===== src/rtl/clk_div_ctrl_if.sv =====
// Configuration channel for clk_div_ctrl.
// Carries the divide-ratio handshake (cfg_valid/cfg_div/cfg_ready) and the
// result pulses (cfg_done/cfg_err).
//
// Handshake: a ratio transfers on a clk posedge where cfg_valid && cfg_ready.
// The master holds cfg_valid and cfg_div stable until that edge. cfg_ready
// stays low while a legal ratio waits in the pending slot.
interface clk_div_ctrl_if #(
  parameter int CNT_W = 8
);
  logic             cfg_valid;
  logic [CNT_W-1:0] cfg_div;
  logic             cfg_ready;
  logic             cfg_done;
  logic             cfg_err;

  modport master (
    output cfg_valid,
    output cfg_div,
    input  cfg_ready,
    input  cfg_done,
    input  cfg_err
  );

  modport slave (
    input  cfg_valid,
    input  cfg_div,
    output cfg_ready,
    output cfg_done,
    output cfg_err
  );
endinterface


===== src/rtl/clk_div_ctrl.sv =====
// Glitch-free run-time programmable clock divider controller.
// The IDLE/RUN/STOPPING sequencer guarantees whole periods only.
// New ratios arrive on clk_div_ctrl_if and apply at period boundaries, or on
// the next edge when the divider is idle.
// Optional feature macro: CLK_DIV_CTRL_ODD_EN. It adds a negedge phase flop
// so that odd ratios give an exact 50% duty cycle. Without it, odd ratios are
// high for H+1 cycles and low for H cycles.
module clk_div_ctrl #(
  parameter int CNT_W       = 8,
  parameter int DEFAULT_DIV = 2
) (
  input  logic             clk,
  input  logic             rst,
  input  logic             run,
  clk_div_ctrl_if.slave    cfg,
  output logic [CNT_W-1:0] cur_div,
  output logic             active,
  output logic             clk_out,
  output logic [1:0]       dbg_state
);

  typedef enum logic [1:0] {
    S_IDLE     = 2'd0,
    S_RUN      = 2'd1,
    S_STOPPING = 2'd2
  } state_t;

  localparam logic [CNT_W-1:0] ONE = CNT_W'(1);
  localparam logic [CNT_W-1:0] TWO = CNT_W'(2);

  state_t           r_state;
  logic [CNT_W-1:0] r_cnt;
  logic [CNT_W-1:0] r_cur;
  logic [CNT_W-1:0] r_pend;
  logic             r_ready;
  logic             r_done;
  logic             r_err;
  logic             r_active;
  logic             r_pos;

  state_t           w_state_nxt;
  logic             w_running;
  logic             w_wrap;
  logic             w_apply;
  logic             w_xfer;
  logic             w_legal;
  logic [CNT_W-1:0] w_div_nxt;
  logic [CNT_W-1:0] w_ceil;
  logic [CNT_W-1:0] w_cnt_nxt;
  logic             w_pos_nxt;
  logic             w_neg;

  // Next-state, counter, boundary and ratio-apply decisions.
  always_comb begin
    w_running   = (r_state != S_IDLE);
    w_wrap      = w_running && (r_cnt == (r_cur - ONE));
    // The pending slot is full exactly when cfg_ready is low.
    w_apply     = !r_ready && (!w_running || w_wrap);
    w_div_nxt   = w_apply ? r_pend : r_cur;
    w_xfer      = cfg.cfg_valid && r_ready;
    w_legal     = (cfg.cfg_div >= TWO);
    w_state_nxt = r_state;
    case (r_state)
      S_IDLE:     w_state_nxt = run ? S_RUN : S_IDLE;
      S_RUN:      w_state_nxt = run ? S_RUN : S_STOPPING;
      S_STOPPING: begin
        if (run)         w_state_nxt = S_RUN;
        else if (w_wrap) w_state_nxt = S_IDLE;
        else             w_state_nxt = S_STOPPING;
      end
      default:    w_state_nxt = S_IDLE;
    endcase
    // When leaving IDLE, the counter is parked at N-1. The next edge is then
    // a boundary, and clk_out rises one cycle after run is sampled.
    w_cnt_nxt = '0;
    if (!w_running) begin
      if (w_state_nxt == S_RUN) w_cnt_nxt = w_div_nxt - ONE;
    end else if (!w_wrap && (w_state_nxt != S_IDLE)) begin
      w_cnt_nxt = r_cnt + ONE;
    end
    // The posedge phase is high for ceil(N/2) counts. The negedge phase
    // trims odd ratios by half a cycle when that phase is enabled.
    w_ceil    = w_div_nxt - (w_div_nxt >> 1);
    w_pos_nxt = w_running && (w_state_nxt != S_IDLE) && (w_cnt_nxt < w_ceil);
  end

  // Sequencer FSM, counter, posedge phase and handshake with registered outputs.
  always_ff @(posedge clk or posedge rst) begin
    if (rst) begin
      r_state  <= S_IDLE;
      r_cnt    <= '0;
      r_cur    <= CNT_W'(DEFAULT_DIV);
      r_pend   <= '0;
      r_ready  <= 1'b1;
      r_done   <= 1'b0;
      r_err    <= 1'b0;
      r_active <= 1'b0;
      r_pos    <= 1'b0;
    end else begin
      r_state  <= w_state_nxt;
      r_cnt    <= w_cnt_nxt;
      r_pos    <= w_pos_nxt;
      r_active <= w_running && (w_state_nxt != S_IDLE);
      r_done   <= 1'b0;
      r_err    <= 1'b0;
      if (w_apply) begin
        r_cur   <= r_pend;
        r_ready <= 1'b1;
        r_done  <= 1'b1;
      end else if (w_xfer) begin
        if (w_legal) begin
          r_pend  <= cfg.cfg_div;
          r_ready <= 1'b0;
        end else begin
          r_err   <= 1'b1;
        end
      end
    end
  end

`ifdef CLK_DIV_CTRL_ODD_EN
  logic r_neg;

  // Negedge phase: low for the second half of count H on odd ratios.
  always_ff @(negedge clk or posedge rst) begin
    if (rst) r_neg <= 1'b1;
    else     r_neg <= !((r_state != S_IDLE) && r_cur[0] && (r_cnt == (r_cur >> 1)));
  end

  assign w_neg = r_neg;
`else
  assign w_neg = 1'b1;
`endif

  assign clk_out       = r_pos & w_neg;
  assign active        = r_active;
  assign cur_div       = r_cur;
  assign cfg.cfg_ready = r_ready;
  assign cfg.cfg_done  = r_done;
  assign cfg.cfg_err   = r_err;
  assign dbg_state     = r_state;

endmodule

===== src/flat_wrapper.sv =====
// flat-port wrapper written by rule: the top's interface ports become plain ports
module clk_div_ctrl_flat 
#(
  parameter int CNT_W       = 8,
  parameter int DEFAULT_DIV = 2
)
  (clk, rst, run, cur_div, active, clk_out, dbg_state, cfg_cfg_valid, cfg_cfg_div, cfg_cfg_ready, cfg_cfg_done, cfg_cfg_err);
  clk_div_ctrl_if #(.CNT_W(CNT_W)) cfg_i ();
  input  logic clk;
  input  logic rst;
  input  logic run;
  output logic [CNT_W-1:0] cur_div;
  output logic active;
  output logic clk_out;
  output logic [1:0] dbg_state;
  input wire logic [$bits(cfg_i.cfg_valid)-1:0] cfg_cfg_valid;
  input wire logic [$bits(cfg_i.cfg_div)-1:0] cfg_cfg_div;
  output wire logic [$bits(cfg_i.cfg_ready)-1:0] cfg_cfg_ready;
  output wire logic [$bits(cfg_i.cfg_done)-1:0] cfg_cfg_done;
  output wire logic [$bits(cfg_i.cfg_err)-1:0] cfg_cfg_err;
  assign cfg_i.cfg_valid = cfg_cfg_valid;
  assign cfg_i.cfg_div = cfg_cfg_div;
  assign cfg_cfg_ready = cfg_i.cfg_ready;
  assign cfg_cfg_done = cfg_i.cfg_done;
  assign cfg_cfg_err = cfg_i.cfg_err;
  clk_div_ctrl #(.CNT_W(CNT_W), .DEFAULT_DIV(DEFAULT_DIV)) u_core (.clk(clk), .rst(rst), .run(run), .cfg(cfg_i), .cur_div(cur_div), .active(active), .clk_out(clk_out), .dbg_state(dbg_state));
endmodule

===== config.mk =====
export PLATFORM = sky130hd
export DESIGN_NAME = clk_div_ctrl_flat
export DESIGN_NICKNAME = d
export VERILOG_FILES = /design/src/rtl/clk_div_ctrl_if.sv /design/src/rtl/clk_div_ctrl.sv /design/src/flat_wrapper.sv
export SDC_FILE = /design/constraint.sdc
export NUM_CORES = 1
export LEC_CHECK = 0
export BUFFER_PORTS_ARGS = -buffer_cell sky130_fd_sc_hd__buf_2
export CAP_MARGIN = 20
export CELL_PAD_IN_SITES_DETAIL_PLACEMENT = 1
export CELL_PAD_IN_SITES_GLOBAL_PLACEMENT = 1
export CORE_MARGIN = 3
export CORE_UTILIZATION = 45
export CTS_BUF_LIST = sky130_fd_sc_hd__clkbuf_16
export CTS_CLUSTER_SIZE = 8
export DETAILED_ROUTE_END_ITERATION = 6
export PLACE_DENSITY = 0.79
export REMOVE_ABC_BUFFERS = 1
export SETUP_SLACK_MARGIN = 0.02
export SYNTH_ARGS = -nofsm -noshare
export SYNTH_HDL_FRONTEND = slang
export SYNTH_SLANG_ARGS = --single-unit

===== constraint.sdc =====
create_clock -name clk -period 8.4 [get_ports clk]
set_clock_uncertainty 0.05 [all_clocks]
set_input_delay 0.84 -clock clk [delete_from_list [all_inputs] [get_ports clk]]
set_output_delay 0.84 -clock clk [all_outputs]
set_load 0.05 [all_outputs]

==> metrics.txt, run 1 <==
# TYPE chip_impl_metric gauge
chip_impl_info{name="outcome",value="completed"} 1
chip_impl_metric{name="avgViaCountPerCell",unit=""} 5.681
chip_impl_metric{name="tightestPinTransition",unit="ps"} 836.0
chip_impl_metric{name="cp.required",unit="ps"} 8560
chip_impl_metric{name="fillerInstances",unit=""} 588
chip_impl_metric{name="yosys.area.top_type_share",unit="%"} 30.51
chip_impl_metric{name="grt_first_pass_wirelength",unit="um"} 11030
chip_impl_metric{name="gp_congestion",unit=""} 0.8657
chip_impl_metric{name="floorplan.core_area",unit="mm2"} 0.004911
chip_impl_metric{name="register_bit_total_from_synthesis",unit=""} 31
chip_impl_metric{name="async_set_reset_flop_share_out_of_synthesis",unit="%"} 100.0
chip_impl_metric{name="antenna_violating_nets_post_route",unit=""} 0
chip_impl_metric{name="synth.yosys.seq_area_share",unit="%"} 32.72
chip_impl_metric{name="maxCapViolCount",unit=""} 0
chip_impl_info{name="cp_cell_sequence",value="inv_1 > ha_1 > o21bai_1 > a2111o_1 > o311ai_4 > o2111ai_4 > a21oi_4 > mux2i_1 > ha_1 > nand2_1 > nand2_1 > nor2_1 > a311oi_1 > o32ai_2 > ha_1 > a21o_1 > a21oi_1 > nor2b_1 > o21ai_0 > nand2b_1 > a21oi_1 > o311a_1"} 1
chip_impl_metric{name="fp.dieArea",unit="mm2"} 0.006194
chip_impl_metric{name="clk-insertion-delay-late",unit="ps"} 280
chip_impl_metric{name="fp-row-count",unit=""} 25
chip_impl_metric{name="timing.fmax",unit="MHz"} 170.9
chip_impl_metric{name="length_of_the_first_detailed_routing_pass_in_iterations",unit=""} 4
chip_impl_metric{name="cts.hold.buffers_added",unit=""} 0
chip_impl_metric{name="tritoncts.num_buffers",unit=""} 5
chip_impl_metric{name="initial_core_util",unit="%"} 48.43
chip_impl_info{name="unrepaired_setup_endpoints_after_global_routing",value="false"} 1
chip_impl_info{name="cts_tree",value="yes"} 1
chip_impl_metric{name="finalSetupTns",unit="ps"} 0
chip_impl_metric{name="clkSinkCount",unit=""} 31
chip_impl_metric{name="detail_route.drc_violations",unit=""} 0
chip_impl_info{name="rr_startpoint",value="u_core.cur_div[0]"} 1
chip_impl_metric{name="port-buffer-count",unit=""} 26
chip_impl_info{name="timing.hold.worst.class",value="reg -> reg"} 1
chip_impl_info{name="worstHoldEndpoint",value="u_core.r_pend[6]"} 1
chip_impl_metric{name="die_h",unit="um"} 78.70
chip_impl_info{name="synthTopCellsByCount",value="dfrtp_1 (29), ha_1 (24), xnor2_1 (16)"} 1
chip_impl_metric{name="initial_antenna_violation_count",unit=""} 0
chip_impl_metric{name="timing_max_transition_violations_final",unit=""} 0
chip_impl_info{name="yosys_most_used_dff",value="dfrtp_1"} 1
chip_impl_metric{name="first_global_vias",unit=""} 2040
chip_impl_metric{name="area_growth_syn_to_layout",unit="%"} 11.15
chip_impl_metric{name="cts.reportedPaths.clkPinSlew",unit="ps"} 50
chip_impl_metric{name="finalCoreUtilization",unit="%"} 53.83
chip_impl_metric{name="via_count",unit=""} 1835
chip_impl_info{name="yosysTopAreaCell",value="dfrtp_1"} 1
chip_impl_metric{name="timing.final.hold_violations",unit=""} 0
chip_impl_metric{name="holdPathStages",unit=""} 1
chip_impl_info{name="synth.top_cells.by_area",value="dfrtp_1 (31%), ha_1 (13%), xnor2_1 (5.9%)"} 1
chip_impl_metric{name="cts_htree_levels",unit=""} 2
chip_impl_metric{name="timing.critical_path.slowest_cell_delay",unit="ps"} 580
chip_impl_metric{name="clock_path_buffers",unit=""} 2
chip_impl_info{name="critPathKind",value="reg -> reg"} 1
chip_impl_info{name="hold_path.startpoint",value="u_core.r_pend[6]"} 1
chip_impl_info{name="yosys.cell_count.top_type",value="dfrtp_1"} 1
chip_impl_metric{name="timing.final.setup_violations",unit=""} 0
chip_impl_metric{name="post_cts_resized",unit=""} 0
chip_impl_metric{name="fin_crit_sh",unit="%"} 69.64
chip_impl_metric{name="globalRouteTotalUtil",unit="%"} 23.45
chip_impl_info{name="cell_with_the_biggest_individual_delay_on_the_critical_path",value="mux2i_1"} 1
chip_impl_info{name="cts-root-buf",value="clkbuf_16"} 1
chip_impl_info{name="timing.critical_path.mode_cell",value="ha_1"} 1
chip_impl_metric{name="first_iter_violations",unit=""} 113
chip_impl_metric{name="layoutNonFillerInstCount",unit=""} 323
chip_impl_metric{name="synth-warning-count",unit=""} 0
chip_impl_metric{name="top_level_ports",unit=""} 27
chip_impl_metric{name="synth.avg_cell_area",unit="um2"} 10.39
chip_impl_metric{name="post_synth_instance_area",unit="mm2"} 0.002379
chip_impl_metric{name="dpl.cell_count",unit=""} 315
chip_impl_info{name="critical_path.startpoint_type",value="register"} 1
chip_impl_metric{name="nets",unit=""} 292
chip_impl_metric{name="netlist_instances",unit=""} 229
chip_impl_metric{name="grt_start_max_net_pins",unit=""} 32
chip_impl_metric{name="critical_path_arrival",unit="ps"} 6010
chip_impl_metric{name="floorplan.die.width",unit="um"} 78.70
chip_impl_metric{name="synth_enable_flop_cells",unit=""} 0
chip_impl_info{name="worst_setup_path_end_kind",value="register"} 1
chip_impl_metric{name="regToRegSetupSlack",unit="ps"} 2550
chip_impl_metric{name="synth_cell_types",unit=""} 52
chip_impl_metric{name="cp_max_fo",unit=""} 17
chip_impl_info{name="rr_endpoint",value="u_core.clk_out"} 1
chip_impl_metric{name="max_slew_margin",unit="%"} 44.27
chip_impl_metric{name="post_cts_buffers",unit=""} 0
chip_impl_metric{name="n_diodes",unit=""} 0
chip_impl_metric{name="timing.final.crit_period",unit="ps"} 5850
chip_impl_metric{name="detailed_place_hpwl",unit="um"} 4849
chip_impl_metric{name="grt_remaining_overflow",unit=""} 0
chip_impl_metric{name="r2r_cells",unit=""} 22
chip_impl_metric{name="worst_slack",unit="ps"} 2550
chip_impl_metric{name="detail_route.wl_per_cell",unit="um"} 20.35
chip_impl_metric{name="routed_wirelength",unit="um"} 6572
chip_impl_metric{name="layout-drive-gt1-share",unit="%"} 24.22
chip_impl_metric{name="place_ws",unit="ps"} 2813
-- cell families (layout without fill, tap and decap cells) --
family | Yosys count | after routing | synth area share, %
and+or+nand+nor | 55 | 55 | 13.47
AOI/OAI and AO/OA | 53 | 53 | 16.89
DFF | 31 | 31 | 32.72
xor gates and xnor gates | 26 | 26 | 9.574
adders and majority gates | 25 | 25 | 13.47
buffers and inverters | 23 | 50 | 6.312
muxes | 16 | 16 | 7.575
-- sequential cells by signal, indices dropped and copies added, names as in the netlist --
signal	count
u_core.clk_out	1
u_core.cfg.cfg_err	1
u_core.cur_div	8
u_core.dbg_state	2
u_core.r_cnt	8
u_core.active	1
u_core.r_pend	8
u_core.cfg.cfg_ready	1
u_core.cfg.cfg_done	1
-- layer usage --
metal  up-vias  wire [um]  GRT usage [%]
li1        865          -              -
met1       912       2910          29.58
met2        41       3301          40.66
met3        17        165          2.948
met4         0        195          9.266
met5         -          0              0
-- cells in the final DEF (no fill, tap or decap), types with 2 or more instances in the layout --
| master | synthesis | final |
|---|---|---|
| and2b_2 | 2 | 2 |
| nor2b_1 | 3 | 3 |
| a21o_1 | 3 | 3 |
| nor4_4 | 2 | 2 |
| mux2i_1 | 6 | 6 |
| nand3_1 | 8 | 8 |
| nor2_1 | 7 | 7 |
| mux2_4 | 2 | 2 |
| mux2_2 | 8 | 8 |
| o21ai_1 | 2 | 2 |
| or2_2 | 2 | 2 |
| nand4_1 | 3 | 3 |
| dfstp_2 | 2 | 2 |
| xnor2_1 | 16 | 16 |
| a211o_2 | 2 | 2 |
| o21ai_0 | 8 | 8 |
| inv_1 | 14 | 16 |
| nand2b_1 | 4 | 4 |
| buf_2 | 3 | 26 |
| clkbuf_16 | 0 | 5 |
| o21bai_1 | 4 | 4 |
| nor4_1 | 2 | 2 |
| dfrtp_1 | 29 | 29 |
| o22ai_1 | 6 | 6 |
| o21a_1 | 2 | 2 |
| a21boi_0 | 2 | 2 |
| xor2_1 | 10 | 10 |
| nor3_1 | 4 | 4 |
| nand2_1 | 12 | 12 |
| a21oi_1 | 13 | 13 |
| and3_1 | 2 | 2 |
| ha_1 | 24 | 24 |
-- cell type report --
cell class,count,area [um2],share of cell area (%)
sequential,31,778.2,29.44
clock inverter,3,12.51,0.4733
inverter,15,56.30,2.130
tap,67,83.83,3.171
timing repair buffer,27,137.6,5.206
multi-input combinational,175,1450,54.85
clock buffer,5,125.1,4.733
-- stage by stage --
stage          area [um2]  hold slack, ps
5_1_grt              2644           505.9
3_3_place_gp         2506           451.9
2_1_floorplan        2285           430.5
6_report             2644           476.0
4_1_cts              2644           475.6
3_5_place_dp         2506           457.3
-- worst max path at each step --
stage                            from        endpoint  slack (ps)  cells after the start
floorplan           u_core.cur_div[0]  u_core.clk_out        3250                     22
global route        u_core.cur_div[0]  u_core.clk_out        2160                     22
global placement    u_core.cur_div[0]  u_core.clk_out        3100                     22
finish              u_core.cur_div[0]  u_core.clk_out        2550                     22
detailed placement  u_core.cur_div[0]  u_core.clk_out        2810                     22
CTS                 u_core.cur_div[0]  u_core.clk_out        2630                     22
-- worst max-delay path: cells and delay by family (launching register included) --
family / cells / cell delay (ps)
fa+ha+maj: 3 / 1010
mux: 1 / 580
simple gates: 5 / 420
compound gates: 12 / 3040
flops: 1 / 530
buf+inv: 1 / 140
Power of run 1 is not shown: default switching activity piles up to over one toggle a cycle in this logic, so the estimate is an artifact.
==> run 2: changes to the inputs <==
==> constraint.sdc (replaced) <==
create_clock -name clk -period 6 [get_ports clk]
set_clock_uncertainty 0.05 [all_clocks]
set_input_delay 0.6 -clock clk [delete_from_list [all_inputs] [get_ports clk]]
set_output_delay 0.6 -clock clk [all_outputs]
set_load 0.05 [all_outputs]
==> run 2 against run 1 <==
  * Non-clock buffer count is 1 higher
  * Sequential cell count stayed put
  * First-iteration DRC count is 16% lower
  * Cell area is 0.57% higher
  * Register-to-register slack worse by 2000 ps
  * Fmax is 7.4% higher
  * Sequential share of layout area is 0.17 points lower
  * Hold slack worse by 120 ps
  * Clock-buffer cell count stayed put
  * Die area stayed put
  * Routed wire length is 6.0% lower
  * Largest cell class unchanged
==> metrics.txt, run 2 (synthesis results as in run 1) <==
# TYPE chip_impl_metric gauge
chip_impl_info{name="final_common_cell",value="dfrtp_1"} 1
chip_impl_metric{name="layout-drive-gt1-share",unit="%"} 25.29
chip_impl_metric{name="cts.reportedPaths.clkPinSlew",unit="ps"} 50
chip_impl_info{name="grt-busiest-layer",value="met2"} 1
chip_impl_metric{name="multi_input_area",unit="mm2"} 0.001450
chip_impl_metric{name="length_of_the_first_detailed_routing_pass_in_iterations",unit=""} 4
chip_impl_metric{name="timing_max_transition_violations_final",unit=""} 0
chip_impl_info{name="outcome",value="completed"} 1
chip_impl_metric{name="top_level_ports",unit=""} 27
chip_impl_metric{name="fin_crit_sh",unit="%"} 90.77
chip_impl_metric{name="timing.final.setup_violations",unit=""} 0
chip_impl_metric{name="timing.fmax",unit="MHz"} 183.6
chip_impl_info{name="critical_path.startpoint_type",value="register"} 1
chip_impl_metric{name="floorplan.die.width",unit="um"} 78.70
chip_impl_info{name="worst_setup_path_end_kind",value="register"} 1
chip_impl_metric{name="via_count",unit=""} 1811
chip_impl_metric{name="clkSinkCount",unit=""} 31
chip_impl_metric{name="post_cts_buffers",unit=""} 0
chip_impl_info{name="timing.hold.worst.class",value="in -> async"} 1
chip_impl_metric{name="timing.final.crit_period",unit="ps"} 5446
chip_impl_metric{name="initial_antenna_violation_count",unit=""} 0
chip_impl_metric{name="first_global_vias",unit=""} 2004
chip_impl_metric{name="fp-row-count",unit=""} 25
chip_impl_metric{name="avgViaCountPerCell",unit=""} 5.590
chip_impl_metric{name="area_growth_syn_to_layout",unit="%"} 11.78
chip_impl_metric{name="antenna_violating_nets_post_route",unit=""} 0
chip_impl_metric{name="area.sequential",unit="um2"} 778.2
chip_impl_metric{name="detail_route.wl_per_cell",unit="um"} 19.06
chip_impl_metric{name="routed_wirelength",unit="um"} 6176
chip_impl_metric{name="detailed_place_hpwl",unit="um"} 4807
chip_impl_metric{name="clk-insertion-delay-late",unit="ps"} 270
chip_impl_info{name="unrepaired_setup_endpoints_after_global_routing",value="false"} 1
chip_impl_metric{name="initial_core_util",unit="%"} 48.43
chip_impl_metric{name="gp_congestion",unit=""} 0.8444
chip_impl_metric{name="detail_route.drc_violations",unit=""} 0
chip_impl_metric{name="cts_htree_levels",unit=""} 2
chip_impl_metric{name="clock_path_buffers",unit=""} 2
chip_impl_metric{name="grt_util_met3",unit="%"} 3.741
chip_impl_metric{name="port-buffer-count",unit=""} 26
chip_impl_info{name="cts-root-buf",value="clkbuf_16"} 1
chip_impl_metric{name="timing.final.hold_violations",unit=""} 0
chip_impl_metric{name="fillerInstances",unit=""} 578
chip_impl_metric{name="die_h",unit="um"} 78.70
chip_impl_metric{name="post_cts_resized",unit=""} 0
chip_impl_metric{name="max_slew_margin",unit="%"} 46.37
chip_impl_metric{name="tritoncts.num_buffers",unit=""} 5
chip_impl_metric{name="cp_max_fo",unit=""} 9
chip_impl_metric{name="met2_usage",unit="%"} 39.22
chip_impl_metric{name="regToRegSetupSlack",unit="ps"} 550
chip_impl_metric{name="grt_first_pass_wirelength",unit="um"} 10740
chip_impl_info{name="cts_tree",value="yes"} 1
chip_impl_metric{name="globalRouteTotalUtil",unit="%"} 22.65
chip_impl_metric{name="fp.dieArea",unit="mm2"} 0.006194
chip_impl_metric{name="nets",unit=""} 293
chip_impl_info{name="critPathKind",value="reg -> reg"} 1
chip_impl_info{name="layout_common_cells",value="dfrtp_1 (29), buf_2 (26), ha_1 (24)"} 1
chip_impl_metric{name="finalSetupTns",unit="ps"} 0
chip_impl_metric{name="floorplan.core_area",unit="mm2"} 0.004911
chip_impl_metric{name="tightestPinTransition",unit="ps"} 804.5
chip_impl_metric{name="grt_start_max_net_pins",unit=""} 32
chip_impl_metric{name="n_diodes",unit=""} 0
chip_impl_metric{name="global_route.usage.met1",unit="%"} 28.21
chip_impl_metric{name="critical_path_arrival",unit="ps"} 5610
chip_impl_metric{name="cts.hold.buffers_added",unit=""} 0
chip_impl_metric{name="maxCapViolCount",unit=""} 0
chip_impl_metric{name="grt_remaining_overflow",unit=""} 0
chip_impl_metric{name="first_iter_violations",unit=""} 95
chip_impl_metric{name="cp.required",unit="ps"} 6160
run 2: cell types whose count changed in the layout (fill, tap and decap cells not counted):
cell	change
buf_4	+1
clkinvlp_4	+2
inv_1	-2
run 2: per-stage QoR:
| stage | worst slack [ps] | hold WS (ps) | area [um2] | instances | utilization [%] |
|---|---|---|---|---|---|
| 3_5_place_dp | 636.1 | 461.1 | 2514 | 316 | 51.18 |
| 2_1_floorplan | 847.6 | 430.5 | 2285 | 221 | - |
| 6_report | 553.8 | 352.1 | 2659 | 324 | 54.14 |
| 4_1_cts | 597.9 | 366.9 | 2659 | 324 | 54.14 |
| 3_3_place_gp | 820.6 | 444.7 | 2514 | 316 | 51.18 |
| 5_1_grt | 52.64 | 412.8 | 2659 | 324 | 54.14 |
run 2: worst paths after layout:
| path | from | to | depth (start not counted) |
|---|---|---|---|
| min in group clk | u_core.r_pend[1] | u_core.r_pend[1] | 1 |
| worst max register to register | u_core.cur_div[0] | u_core.clk_out | 24 |
| worst min register to register | u_core.r_pend[1] | u_core.r_pend[1] | 1 |
| max in group asynchronous | rst | u_core.cur_div[1] | 3 |
| worst max-delay path | u_core.cur_div[0] | u_core.clk_out | 24 |
| worst min-delay path | rst | u_core.dbg_state[0] | 3 |
run 2: layer usage:
metal  vias up  routed length, um
li1        867                  -
met4         0                141
met2        41               3146
met5         -                  0
met1       890               2623
met3        13                264
run 2: worst max-delay path, stage by stage, from the launching register on:
cell,delay (ps)
dfrtp_1,550
inv_1,150
ha_1,340
o21bai_1,200
a2111o_1,450
o311ai_4,90
o2111ai_4,210
a21oi_4,380
buf_4,240
o21ai_1,160
inv_1,190
ha_1,260
nand2_1,100
nand2_1,100
nor2_1,40
a311oi_1,350
o32ai_2,160
ha_1,340
a21o_1,190
a21oi_1,160
nor2b_1,60
o21ai_0,140
nand2b_1,80
a21oi_1,180
o311a_1,190
run 2: final cells by class:
class	instances	share of cell area, %
Clock inverter	3	0.7529
Sequential cell	31	29.27
Timing Repair Buffer	28	5.459
Inverter	15	2.118
Tap cell	67	3.153
Multi-Input combinational cell	175	54.54
Clock buffer	5	4.706
Power of run 2 is left out for the same reason.
